<file path="config.mk">
export PLATFORM = sky130hd
export DESIGN_NAME = rd_scoreboard
export DESIGN_NICKNAME = d
export VERILOG_FILES = /design/src/rtl/rd_scoreboard_pkg.sv /design/src/rtl/rd_scoreboard_counter.sv /design/src/rtl/rd_scoreboard.sv
export SDC_FILE = /design/constraint.sdc
export NUM_CORES = 1
export LEC_CHECK = 0
export CORE_MARGIN = 4
export CORE_UTILIZATION = 26
export CTS_BUF_LIST = sky130_fd_sc_hd__clkbuf_8
export DETAILED_ROUTE_END_ITERATION = 10
export GPL_ROUTABILITY_DRIVEN = 1
export PLACE_DENSITY = 0.43
export SETUP_SLACK_MARGIN = 0.05
export SKIP_LAST_GASP = 1
export SYNTH_ARGS = -nofsm -noshare
export SYNTH_HDL_FRONTEND = slang
export SYNTH_HIERARCHICAL = 1
export SYNTH_SLANG_ARGS = --single-unit
</file>
<file path="constraint.sdc">
create_clock -name clk -period 12 [get_ports clk]
set_clock_uncertainty 0.15 [all_clocks]
set_input_delay 1.2 -clock clk [delete_from_list [all_inputs] [get_ports clk]]
set_output_delay 1.2 -clock clk [all_outputs]
set_load 0.05 [all_outputs]
</file>
<file path="src/rtl/rd_scoreboard_pkg.sv">
// Shared pipeline definitions for the register scoreboard: type-field masks,
// register index type and small decode helpers.
package rd_scoreboard_pkg;

    localparam int REG_W = 5;
    localparam int OUT_W = 7;

    typedef logic [REG_W-1:0] reg_idx_t;

    // Any bit under NO_RD_MASK means the instruction writes no rd;
    // any bit under NO_RS2_MASK means it reads no rs2.
    localparam logic [4:0] NO_RD_MASK  = 5'b11000;
    localparam logic [4:0] NO_RS2_MASK = 5'b00111;

    function automatic logic has_rd(input logic [4:0] t);
        return (t & NO_RD_MASK) == 5'b00000;
    endfunction

    function automatic logic has_rs2(input logic [4:0] t);
        return (t & NO_RS2_MASK) == 5'b00000;
    endfunction

endpackage

</file>
<file path="src/rtl/rd_scoreboard_counter.sv">
// sb_counter: pending-write counter for one register. Increments on issue,
// decrements by 0..2 on writeback/kill, clamps at 0 and reports underflow.
module sb_counter #(
    parameter int CNT_W = 2
) (
    input  logic             clk,
    input  logic             rst,
    input  logic             inc,
    input  logic [1:0]       dec,
    output logic [CNT_W-1:0] cnt,
    output logic             sat,
    output logic             underflow,
    output logic [1:0]       dec_done
);

    localparam int W = CNT_W + 2;
    localparam logic [W-1:0] MAX = W'((1 << CNT_W) - 1);

    logic [W-1:0] avail;
    logic [W-1:0] result;

    // Decrements are checked against cnt+inc so issue+retire in one cycle never underflows.
    assign avail     = W'(cnt) + W'(inc);
    assign underflow = W'(dec) > avail;
    assign dec_done  = underflow ? avail[1:0] : dec;
    assign result    = avail - W'(dec_done);
    assign sat       = (cnt == MAX[CNT_W-1:0]);

    always_ff @(posedge clk or posedge rst) begin
        if (rst) begin
            cnt <= '0;
        end else if (result > MAX) begin
            cnt <= MAX[CNT_W-1:0];
        end else begin
            cnt <= result[CNT_W-1:0];
        end
    end

endmodule

</file>
<file path="src/rtl/rd_scoreboard.sv">
// rd_scoreboard: tracks in-flight register writes between issue and writeback/kill
// and answers decode's rs1/rs2 busy queries from the registered counters.
module rd_scoreboard
    import rd_scoreboard_pkg::*;
#(
    parameter int CNT_W = 2,
    parameter int NREGS = 32
) (
    input  logic                 clk,
    input  logic                 rst,
    input  logic                 issue_valid,
    output logic                 issue_ready,
    input  logic [4:0]           issue_rd,
    input  logic [4:0]           issue_type,
    input  logic                 wb_valid,
    input  logic [4:0]           wb_rd,
    input  logic [4:0]           wb_type,
    input  logic                 kill_valid,
    input  logic [4:0]           kill_rd,
    input  logic [4:0]           kill_type,
    input  logic [4:0]           rs1_D,
    input  logic [4:0]           rs2_D,
    input  logic [4:0]           type_D,
    output logic                 busy_rs1,
    output logic                 busy_rs2,
    output logic                 stall_D,
    output logic [OUT_W-1:0]     outstanding,
    output logic                 err_underflow
);

    // Handshake: an issue transfers when issue_valid & issue_ready on a rising
    // clk edge; issue_ready never looks at issue_valid, so D may sample it freely.
    logic             issue_has_rd;
    logic             issue_inc;
    logic             wb_dec;
    logic             kill_dec;
    logic [CNT_W-1:0] cnt [NREGS];
    logic [1:0]       dec_done [NREGS];
    logic [NREGS-1:0] sat;
    logic [NREGS-1:0] under;
    logic [OUT_W-1:0] dec_total;
    logic [OUT_W-1:0] outstanding_nxt;

    assign issue_has_rd = (issue_rd != 5'd0) && has_rd(issue_type);
    assign wb_dec       = wb_valid && (wb_rd != 5'd0) && has_rd(wb_type);
    assign kill_dec     = kill_valid && (kill_rd != 5'd0) && has_rd(kill_type);

    assign issue_ready = !(issue_has_rd && sat[issue_rd]
                           && !(wb_dec && (wb_rd == issue_rd))
                           && !(kill_dec && (kill_rd == issue_rd)));
    assign issue_inc   = issue_valid && issue_ready && issue_has_rd;

    // x0 is hard-wired zero and never tracked.
    assign cnt[0]      = '0;
    assign dec_done[0] = 2'd0;
    assign sat[0]      = 1'b0;
    assign under[0]    = 1'b0;

    for (genvar i = 1; i < NREGS; i++) begin : g_reg
        logic       inc;
        logic [1:0] dec;

        assign inc = issue_inc && (issue_rd == reg_idx_t'(i));
        assign dec = {1'b0, wb_dec && (wb_rd == reg_idx_t'(i))}
                   + {1'b0, kill_dec && (kill_rd == reg_idx_t'(i))};

        sb_counter #(.CNT_W(CNT_W)) u_cnt (
            .clk       (clk),
            .rst       (rst),
            .inc       (inc),
            .dec       (dec),
            .cnt       (cnt[i]),
            .sat       (sat[i]),
            .underflow (under[i]),
            .dec_done  (dec_done[i])
        );
    end

    // Only decrements that actually landed count, so outstanding equals the sum of counters.
    always_comb begin
        dec_total = '0;
        for (int i = 1; i < NREGS; i++) begin
            dec_total = dec_total + OUT_W'(dec_done[i]);
        end
        outstanding_nxt = outstanding + OUT_W'(issue_inc) - dec_total;
    end

    always_ff @(posedge clk or posedge rst) begin
        if (rst) begin
            outstanding   <= '0;
            err_underflow <= 1'b0;
        end else begin
            outstanding   <= outstanding_nxt;
            err_underflow <= err_underflow | (|under);
        end
    end

    assign busy_rs1 = (rs1_D != 5'd0) && (cnt[rs1_D] != '0);
    assign busy_rs2 = has_rs2(type_D) && (rs2_D != 5'd0) && (cnt[rs2_D] != '0);
    assign stall_D  = busy_rs1 | busy_rs2;

endmodule

</file>
==> key figures, run 1 <==
Die
  – Cell Rows: 83
  – Die ar.: 56500 µm²
  – Core Footprint: 51820 µm²
  – Chip height: 237.7 µm
  – # IOs: 62
  – Die width: 237.7 µm
  – Initial Util: 26.47%

Worst setup path
  – CP peak stage delay: 0.96 ns
  – Most used cell, CP: fa_1
  – Critical path origin: issue_rd[1]
  – Crit. End Element: flip-flop
  – WP data arrival: 10.86 ns
  – CP max-delay cell: clkdlybuf4s50_1
  – Worst R2R Start: g_reg[20].u_cnt/cnt[1]$_DFF_PP0_
  – Critical Path RT: 12.18 ns
  – Startpoint types: input pin
  – WS Path Type: in2reg
  – CP Max Fanout: 33

Power
  – Flop pwr share: 22.9%
  – Pleak: 0.006248 µW
  – Clock Power Share: 9.5%
  – Switching Fraction: 49.40%
  – Worst VDD drop: 110.7 µV
  – Power per cell area: 154.0 nW/µm²
  – Switching Power: 1155 µW
  – Gate power share: 67.6%
  – Int Pwr: 1183 µW

Placement
  – Setup Slack @ Placement: 0.9035 ns
  – Final GP Congestion: 0.8788
  – PortBufs: 50
  – Detailed Place HPWL: 37.14 mm

Route
  – DR DRC count: 0
  – Detailed Routing Iterations Pass 1: 6
  – Final ANT Viol Nets: 0
  – Vias per inst: 5.062
  – Via count: 11622
  – Total Routed Length: 44.30 mm
  – Drt wl/cell: 19.29 µm
  – Drt initial violations: 650

Global route
  – Number of global-route vias before repair: 11732
  – First-pass GRT wire length: 68.33 mm
  – Total GRT Usage: 15.71%
  – Initial antenna violation count: 0
  – Gr ovfl total: 0
  – Largest net degree at the start of global routing: 34

Synth
  – Mapped cell area: 13720 µm²
  – Register area share after synthesis: 12.77%
  – Syn Area/Cell: 8.737 µm²
  – Most frequent cells after synthesis: inv_1 (342), ha_1 (214), nor2_1 (122), dfrtp_1 (70), o21bai_1 (62)
  – Number of flops mapped to enable cells by yosys: 0
  – Synthesized net count: 1893
  – Yosys warns: 6
  – Yosys reg bits: 70
  – Synth unique cells: 70
  – Count leader, synth: inv_1
  – Largest cells by area after synthesis: ha_1 (20%), dfrtp_1 (13%), inv_1 (9.4%), fa_1 (8.6%), o311a_4 (4.8%)
  – Synthesized netlist cell count: 1570
  – Fraction of registers with async set/reset: 100.0%
  – Post-synth top area share: 19.52%
  – Leading area contributor after synthesis: ha_1
  – Prevailing post-synth register cell: dfrtp_1

CTS
  – Post-CTS setup buffer count: 0
  – Max H-tree Level: 3
  – # resized after CTS: 0
  – Clock Root Buffer: clkbuf_8
  – CTS Buf Count: 9
  – Clock slew at reported path FFs: 0.09 ns
  – Hold-fix buffers, CTS: 0
  – Clk_lat worst skew: 0.44 ns
  – CTS Buffer Depth: 2
  – CTS tree: yes
  – Clock sink total: 70

STA
  – Fin. Hold Viols: 0
  – Final setup fails: 0
  – PnR worst setup slack: 1.322 ns
  – Rel. slew slack: 19.14%
  – Max Freq: 0.09365 GHz
  – Worst-margin pin slew: 1.202 ns
  – TNS Setup: 0 ns
  – Final max-slew violation count: 0
  – Unrepaired setup endpoints after global routing: no
  – Final Cycle Share: 88.98%
  – Tmin final: 10.68 ns

Min path
  – Hold Startpoint: err_underflow$_DFF_PP0_
  – Hold Crit Class: reg2reg

Finish
  – Syn-to-layout area delta: 10.64%
  – Layout cells sized above 1: 11.39%
  – ANT cells: 0
  – Nets: 1934

Status
  – Status: completed

Job
  – Max-Cap Viols: 0
[registers in the layout, summed over array words and instances (netlist names)]
register	count
g.u_cnt/cnt	62
outstanding	7
err_underflow	1
[cells in the final DEF, fill, tap and decap left out, drive strengths merged, types with 19 or more instances in the layout]
cell type,n
fa,59
a221o,30
and2,66
clkdlybuf4s50,49
inv,346
mux2i,34
and3,34
nor2,153
ha,214
o21bai,62
nand4,35
o21a,30
o311a,31
nor3b,37
a211oi,32
nand4b,31
a2111o,30
dfrtp,70
nand2,50
a31oi,33
mux4,19
[power by group through the flow]
stage / Clock (µW) / Combinational (µW) / Sequential [µW]
floorplan: 0 / 1140 / 517
global placement: 0 / 1570 / 543
detailed placement: 0 / 1580 / 542
CTS: 237 / 1610 / 538
global route: 243 / 1820 / 561
finish: 221 / 1580 / 536
[layout make-up]
cell class | count | area [µm²]
repair buffers | 57 | 548.0
multi-input cells | 1129 | 10540
flip-flops and latches | 70 | 1752
fillers | 5551 | 36650
inverters | 344 | 1291
well taps | 680 | 850.8
clock buffers | 10 | 137.6
clock inverters | 6 | 55.05
[worst paths after layout]
kind | slack [ns] | depth (start not counted) | end
min in group asynchronous | 0.85 | 3 | g_reg[3].u_cnt/cnt[1]$_DFF_PP0_
worst min-delay path | 0.54 | 3 | err_underflow$_DFF_PP0_
worst min register to register | 0.54 | 3 | err_underflow$_DFF_PP0_
worst max register to register | 2.25 | 26 | outstanding[5]$_DFF_PP0_
max in group asynchronous | 10.46 | 3 | err_underflow$_DFF_PP0_
worst max-delay path | 1.32 | 26 | outstanding[5]$_DFF_PP0_
[kinds of logic after synthesis]
group | count (synthesis) | synth area share (%)
AND/OR/NAND/NOR | 510 | 22.39
buffers and inverters | 371 | 10.38
AO/OA/AOI/OAI | 278 | 19.65
adder cells (fa/ha/maj) | 273 | 28.13
flip-flops | 70 | 12.77
multiplexers | 55 | 5.847
XOR/XNOR | 13 | 0.8301
[metrics by stage]
step / std cells / instance area (µm²) / hold WS [ns] / total power (µW) / utilization (%)
after floorplan: 1570 / 13720 / 0.5342 / 1658 / -
after global placement: 2280 / 14980 / 0.5282 / 2111 / 28.91
after detailed placement: 2280 / 14980 / 0.5196 / 2118 / 28.91
after CTS: 2296 / 15180 / 0.5431 / 2381 / 29.29
after global routing: 2296 / 15180 / 0.5856 / 2621 / 29.29
final: 2296 / 15180 / 0.5419 / 2337 / 29.29
[critical path: cells and delay by family]
| family | cells | cell delay [ns] |
|---|---|---|
| adders and majority gates | 12 | 5.30 |
| AOI/OAI and AO/OA | 2 | 0.88 |
| muxes | 3 | 1.22 |
| xor gates and xnor gates | 1 | 0.17 |
| buffers and inverters | 6 | 1.27 |
| and+or+nand+nor | 2 | 0.82 |
[layer usage]
layer / track usage [%] / vias to the layer above / part of all wire (%) / wire length (µm)
met5: 0 / - / 0 / 0
met4: 4.989 / 0 / 3.0 / 1312
met3: 3.318 / 49 / 4.5 / 2002
met2: 25.55 / 231 / 45 / 20090
met1: 20.89 / 5697 / 47 / 20890
li1: - / 5645 / - / -
Note: power is estimated with default switching activity, not from simulation.
==> run 2: changes to the inputs <==
--- a/config.mk
+++ b/config.mk
@@ -6,11 +6,12 @@
 export NUM_CORES = 1
 export LEC_CHECK = 0
 export CORE_MARGIN = 4
-export CORE_UTILIZATION = 26
+export CORE_UTILIZATION = 45
 export CTS_BUF_LIST = sky130_fd_sc_hd__clkbuf_8
 export DETAILED_ROUTE_END_ITERATION = 10
 export GPL_ROUTABILITY_DRIVEN = 1
-export PLACE_DENSITY = 0.43
+export HOLD_SLACK_MARGIN = 0.12
+export PLACE_DENSITY = 0.64
 export SETUP_SLACK_MARGIN = 0.05
 export SKIP_LAST_GASP = 1
 export SYNTH_ARGS = -nofsm -noshare
==> run 2 against run 1 <==
Effect of this change: register-to-register slack gained 0.04 ns; sequential power down 1%; die area is 41% lower; hold slack got worse by 0.031 ns; global-route usage is 7.3 points higher; via count grew 0.52%; combinational power about the same; count of clock-buffer cells in the layout unchanged; largest power group unchanged.
==> key figures, run 2 (synthesized netlist as in run 1, its figures left out) <==
Worst setup path
  – Crit. End Element: flip-flop (unchanged)
  – WS Path Type: in2reg (unchanged)
  – CP Max Fanout: 33 (unchanged)
  – Reg2reg end: outstanding[5]$_DFF_PP0_ (unchanged)
  – Startpoint types: input pin (unchanged)
  – WP data arrival: 10.97 ns (was 10.86 ns)
  – Critical Path RT: 12.14 ns (was 12.18 ns)
  – Worst R2R Start: g_reg[28].u_cnt/cnt[1]$_DFF_PP0_ (was g_reg[20].u_cnt/cnt[1]$_DFF_PP0_)
  – R2R setup slack: 2.29 ns (was 2.25 ns)
  – Worst reg2reg path depth: 26 (unchanged)

STA
  – Fin Hold WS: 0.5105 ns (was 0.5419 ns)
  – Final max-slew violation count: 0 (unchanged)
  – Unrepaired setup endpoints after global routing: no (unchanged)
  – Tmin final: 10.83 ns (was 10.68 ns)
  – Fin. Hold Viols: 0 (unchanged)
  – Rel. slew slack: 23.14% (was 19.14%)
  – Max Freq: 0.09232 GHz (was 0.09365 GHz)
  – Final setup fails: 0 (unchanged)
  – Final Cycle Share: 90.27% (was 88.98%)
  – Worst-margin pin slew: 1.142 ns (was 1.202 ns)
  – TNS Setup: 0 ns (unchanged)

Finish
  – Final non-filler cell total: 2002 (was 2296)
  – Design area: 14800 µm² (was 15180 µm²)
  – Reg with most FFs: g.u_cnt/cnt (unchanged)
  – Commonest non-fill, non-tap cells in the layout: inv_1 (342), ha_1 (214), nor2_1 (122) (was inv_1 (345), ha_1 (214), nor2_1 (122))
  – Max reg flops: 62 (unchanged)
  – Layout cells sized above 1: 11.35% (was 11.39%)
  – # fillers: 2883 (was 5551)
  – Nets: 1931 (was 1934)
  – Syn-to-layout area delta: 7.863% (was 10.64%)
  – Largest regs: g.u_cnt/cnt: 62 flops, outstanding: 7 flops, err_underflow: 1 flops (unchanged)
  – ANT cells: 0 (unchanged)
  – Most common cell after layout, fill and taps aside: inv_1 (unchanged)
  – Final core utilization: 49.52% (was 29.29%)

Power
  – Worst VDD drop: 329.1 µV (was 110.7 µV)
  – Power per cell area: 154.2 nW/µm² (was 154.0 nW/µm²)
  – Pleak: 0.006222 µW (was 0.006248 µW)

Route
  – Total Routed Length: 37.98 mm (was 44.30 mm)
  – Vias per inst: 5.836 (was 5.062)
  – Drt wl/cell: 18.97 µm (was 19.29 µm)
  – Detailed Routing Iterations Pass 1: 5 (was 6)
  – Final ANT Viol Nets: 0 (unchanged)
  – Drt initial violations: 802 (was 650)
  – Via count: 11683 (was 11622)
  – DR DRC count: 0 (unchanged)

CTS
  – CTS Buf Count: 9 (unchanged)
  – Hold-fix buffers, CTS: 0 (unchanged)
  – CTS tree: yes (unchanged)
  – Clk_lat worst skew: 0.39 ns (was 0.44 ns)
  – Max H-tree Level: 3 (unchanged)
  – Clock slew at reported path FFs: 0.09 ns (about the same)
  – Clock Root Buffer: clkbuf_8 (unchanged)
  – # resized after CTS: 0 (unchanged)
  – Post-CTS setup buffer count: 0 (unchanged)
  – CTS Buffer Depth: 2 (unchanged)
  – Clock sink total: 70 (unchanged)

Die
  – Die width: 182.6 µm (was 237.7 µm)
  – Die ar.: 33340 µm² (was 56500 µm²)
  – Initial Util: 45.91% (was 26.47%)
  – Cell Rows: 63 (was 83)
  – Core Footprint: 29870 µm² (was 51820 µm²)
  – # IOs: 62 (unchanged)
  – Chip height: 182.6 µm (was 237.7 µm)

Min path
  – WHS Path Cells: 3 (unchanged)
  – Hold endpoint: err_underflow$_DFF_PP0_ (unchanged)
  – Hold Startpoint: err_underflow$_DFF_PP0_ (unchanged)
  – Hold Crit Class: reg2reg (unchanged)

Global route
  – Number of global-route vias before repair: 11696 (was 11732)
  – Largest net degree at the start of global routing: 34 (unchanged)
  – Total GRT Usage: 23.05% (was 15.71%)
  – First-pass GRT wire length: 60.85 mm (was 68.33 mm)
  – Gr ovfl total: 0 (unchanged)
  – Initial antenna violation count: 0 (unchanged)

Placement
  – PortBufs: 50 (unchanged)
  – Final GP Congestion: 0.9569 (was 0.8788)
  – Placed cells: 1987 (was 2280)
  – DP Area: 14600 µm² (was 14980 µm²)
  – Detailed Place HPWL: 31.82 mm (was 37.14 mm)

Job
  – Max-Cap Viols: 0 (unchanged)

Status
  – Status: completed (unchanged)
run 2: cell types whose count changed in the layout (fill, tap and decap cells not counted):
cell / previous run / this run
clkinvlp_4: 0 / 1
clkinv_4: 1 / 2
inv_1: 345 / 342
buf_4: 7 / 4
run 2: how the worst max path moves through the flow:
stage | start | endpoint | slack [ns] | depth (start not counted)
final | issue_rd[1] | outstanding[5]$_DFF_PP0_ | 1.17 | 28
after floorplan | issue_rd[0] | outstanding[5]$_DFF_PP0_ | 2.67 | 27
after global placement | issue_rd[0] | outstanding[5]$_DFF_PP0_ | 0.98 | 26
after detailed placement | issue_rd[0] | outstanding[5]$_DFF_PP0_ | 0.90 | 26
after CTS | issue_rd[1] | outstanding[5]$_DFF_PP0_ | 1.31 | 28
after global routing | issue_rd[0] | outstanding[5]$_DFF_PP0_ | 0.81 | 26
run 2: layout make-up:
type,count,area (µm²),area share (%)
Clock buffer,10,137.6,0.9302
Clock inverter,5,60.06,0.4059
Inverter,344,1291,8.727
Multi-Input combinational cell,1129,10540,71.25
Sequential cell,70,1752,11.84
Tap cell,390,488.0,3.298
Timing Repair Buffer,54,525.5,3.552
run 2: metrics by stage:
step	worst slack [ns]	total power, µW
after detailed placement	0.9033	2072
after CTS	1.310	2309
after global routing	0.8071	2569
after global placement	0.9761	2041
after floorplan	2.668	1658
final	1.168	2281
run 2: metal layers:
layer  share of wire (%)  track usage (%)  up-vias
met1                  44            30.67     5661
met2                  46            37.46      327
met4                 4.2            9.397        0
met5                   0                0        -
met3                 5.8            3.608       67
li1                    -                -     5628
run 2: power breakdown:
group,switching [µW],total [µW],internal [µW]
registers,172,528,356
clock network,107,208,101
logic,829,1550,717
run 2: critical path, stage by stage:
cell             delay, ns
clkdlybuf4s50_1       0.92
buf_4                 0.40
nand2b_1              0.14
mux4_2                0.47
o221ai_1              0.35
o2111ai_4             0.45
and3_1                0.38
ha_1                  0.31
ha_1                  0.30
nor3b_1               0.27
o311a_4               0.25
mux2i_1               0.26
inv_1                 0.10
fa_1                  0.53
fa_1                  0.50
fa_1                  0.56
inv_1                 0.05
fa_1                  0.49
inv_1                 0.08
fa_1                  0.54
fa_1                  0.56
inv_1                 0.06
fa_1                  0.44
fa_1                  0.52
inv_1                 0.05
ha_1                  0.22
fa_1                  0.38
xor2_1                0.17
==> run 3: changes to the inputs <==
==> constraint.sdc (replaced) <==
create_clock -name clk -period 13.05 [get_ports clk]
set_clock_uncertainty 0.15 [all_clocks]
set_input_delay 1.305 -clock clk [delete_from_list [all_inputs] [get_ports clk]]
set_output_delay 1.305 -clock clk [all_outputs]
set_load 0.05 [all_outputs]
==> run 3 against run 2 <==
Effect of this change: final cell count about the same; sequential share of layout area about the same; non-clock buffer count unchanged; core utilization about the same; via count increased by 0.54%; global-route usage about the same.
==> key figures, run 3 (synthesized netlist as in run 1, its figures left out) <==
Status
  – Status: completed (unchanged)

Worst setup path
  – WS Path Type: in2reg (unchanged)
  – WP data arrival: 11.25 ns (was 10.97 ns)
  – Startpoint types: input pin (unchanged)
  – Critical Path RT: 13.19 ns (was 12.14 ns)
  – CP max-delay cell: clkdlybuf4s50_1 (unchanged)
  – CP peak stage delay: 0.88 ns (was 0.92 ns)
  – Crit. End Element: flip-flop (unchanged)
  – CP Max Fanout: 33 (unchanged)
  – Most used cell, CP: fa_1 (unchanged)

Finish
  – ANT cells: 0 (unchanged)
  – Commonest non-fill, non-tap cells in the layout: inv_1 (343), ha_1 (214), nor2_1 (122) (was inv_1 (342), ha_1 (214), nor2_1 (122))
  – Reg with most FFs: g.u_cnt/cnt (unchanged)
  – Most common cell after layout, fill and taps aside: inv_1 (unchanged)
  – Max reg flops: 62 (unchanged)
  – # fillers: 2853 (was 2883)
  – Sequential cell area: 1752 µm² (unchanged)
  – Largest regs: g.u_cnt/cnt: 62 flops, outstanding: 7 flops, err_underflow: 1 flops (unchanged)
  – Syn-to-layout area delta: 7.808% (was 7.863%)
  – Nets: 1931 (unchanged)
  – Footprint of the multi-input gates: 10540 µm² (unchanged)
  – Layout cells sized above 1: 11.35% (about the same)

Die
  – Cell Rows: 63 (unchanged)
  – # IOs: 62 (unchanged)
  – Die width: 182.6 µm (unchanged)
  – Die ar.: 33340 µm² (unchanged)
  – Initial Util: 45.91% (unchanged)
  – Core Footprint: 29870 µm² (unchanged)
  – Chip height: 182.6 µm (unchanged)

STA
  – Tmin final: 11.11 ns
  – Unrepaired setup endpoints after global routing: no (unchanged)
  – Worst-margin pin slew: 1.285 ns (was 1.142 ns)
  – Fin. Hold Viols: 0 (unchanged)
  – Max Freq: 0.09003 GHz
  – Final max-slew violation count: 0 (unchanged)
  – Final Cycle Share: 85.11%
  – Rel. slew slack: 13.52% (was 23.14%)
  – PnR worst setup slack: 1.943 ns (was 1.168 ns)
  – TNS Setup: 0 ns (unchanged)
  – Final setup fails: 0 (unchanged)

Route
  – DR top layer: met4 (unchanged)
  – Detailed Routing Iterations Pass 1: 5 (unchanged)
  – Via count: 11746 (was 11683)
  – Final ANT Viol Nets: 0 (unchanged)
  – Vias per inst: 5.864 (was 5.836)
  – Met3 WL: 2.273 mm (was 2.207 mm)
  – Drt initial violations: 698 (was 802)
  – Total Routed Length: 38.19 mm (was 37.98 mm)
  – DR DRC count: 0 (unchanged)
  – Met2 wire len: 17.98 mm (was 17.45 mm)
  – DRT met1 WL: 16.49 mm (was 16.72 mm)
  – Drt wl/cell: 19.07 µm (was 18.97 µm)

CTS
  – Clock Root Buffer: clkbuf_8 (unchanged)
  – Clock slew at reported path FFs: 0.09 ns (about the same)
  – Hold-fix buffers, CTS: 0 (unchanged)
  – CTS Buf Count: 9 (unchanged)
  – Max H-tree Level: 3 (unchanged)
  – CTS tree: yes (unchanged)
  – Clk_lat worst skew: 0.39 ns (about the same)
  – Clock sink total: 70 (unchanged)
  – CTS Buffer Depth: 2 (unchanged)
  – # resized after CTS: 0 (unchanged)
  – Post-CTS setup buffer count: 0 (unchanged)

Power
  – Pleak: 0.006216 µW (was 0.006222 µW)
  – Power per cell area: 143.8 nW/µm² (was 154.2 nW/µm²)
  – Worst VDD drop: 368.8 µV (was 329.1 µV)
  – Total Power: 2127 µW (was 2281 µW)

Global route
  – Initial antenna violation count: 0 (unchanged)
  – Total GRT Usage: 23.02% (was 23.05%)
  – Largest net degree at the start of global routing: 34 (unchanged)
  – Number of global-route vias before repair: 11585 (was 11696)
  – Gr ovfl total: 0 (unchanged)
  – First-pass GRT wire length: 60.95 mm (was 60.85 mm)

Placement
  – Detailed Place HPWL: 32.28 mm (was 31.82 mm)
  – Final GP Congestion: 0.9696 (was 0.9569)
  – Setup Slack @ Placement: 1.579 ns (was 0.9033 ns)
  – PortBufs: 50 (unchanged)

Min path
  – Hold Crit Class: reg2reg (unchanged)

Job
  – Max-Cap Viols: 0 (unchanged)
run 3: per-layer routing:
layer  track usage, %  vias to the layer above
met3            3.807                       70
li1                 -                     5640
met1            29.95                     5690
met5                0                        -
met2            38.67                      346
met4            8.196                        0
run 3: power breakdown:
group / total (µW) / internal (µW) / switching, µW
Clock: 191 / 86.9 / 104
Sequential: 485 / 327 / 157
Combinational: 1450 / 670 / 781
Total: 2130 / 1080 / 1040
run 3: worst paths after layout:
kind / startpoint / endpoint / slack, ns / cells past startpoint
worst max-delay path: issue_rd[0] / outstanding[5]$_DFF_PP0_ / 1.94 / 27
worst min-delay path: err_underflow$_DFF_PP0_ / err_underflow$_DFF_PP0_ / 0.57 / 3
worst max register to register: g_reg[28].u_cnt/cnt[1]$_DFF_PP0_ / outstanding[5]$_DFF_PP0_ / 3.39 / 26
worst min register to register: err_underflow$_DFF_PP0_ / err_underflow$_DFF_PP0_ / 0.57 / 3
max in group asynchronous: rst / err_underflow$_DFF_PP0_ / 11.41 / 3
min in group asynchronous: rst / g_reg[26].u_cnt/cnt[0]$_DFF_PP0_ / 0.96 / 3
run 3: through the flow:
step | hold slack, ns | utilization, % | instance area, µm² | std cells
5_1_grt | 0.6169 | 49.50 | 14790 | 2003
6_report | 0.5738 | 49.50 | 14790 | 2003
3_3_place_gp | 0.5426 | 48.86 | 14600 | 1987
3_5_place_dp | 0.5171 | 48.86 | 14600 | 1987
4_1_cts | 0.5525 | 49.50 | 14790 | 2003
2_1_floorplan | 0.5342 | - | 13720 | 1570
run 3: worst max-delay path, delay by kind of cell:
| kind | cells | cell delay (ns) |
|---|---|---|
| mux | 3 | 1.36 |
| simple gates | 2 | 0.68 |
| xor+xnor | 1 | 0.17 |
| fa+ha+maj | 12 | 5.37 |
| compound gates | 2 | 0.85 |
| buf+inv | 7 | 1.50 |
run 3: cell type report:
cell class | instances | area share, %
flip-flops and latches | 70 | 11.85
well taps | 390 | 3.300
multi-input cells | 1129 | 71.28
repair buffers | 54 | 3.554
clock buffers | 9 | 0.8376
inverters | 344 | 8.732
clock inverters | 7 | 0.4484
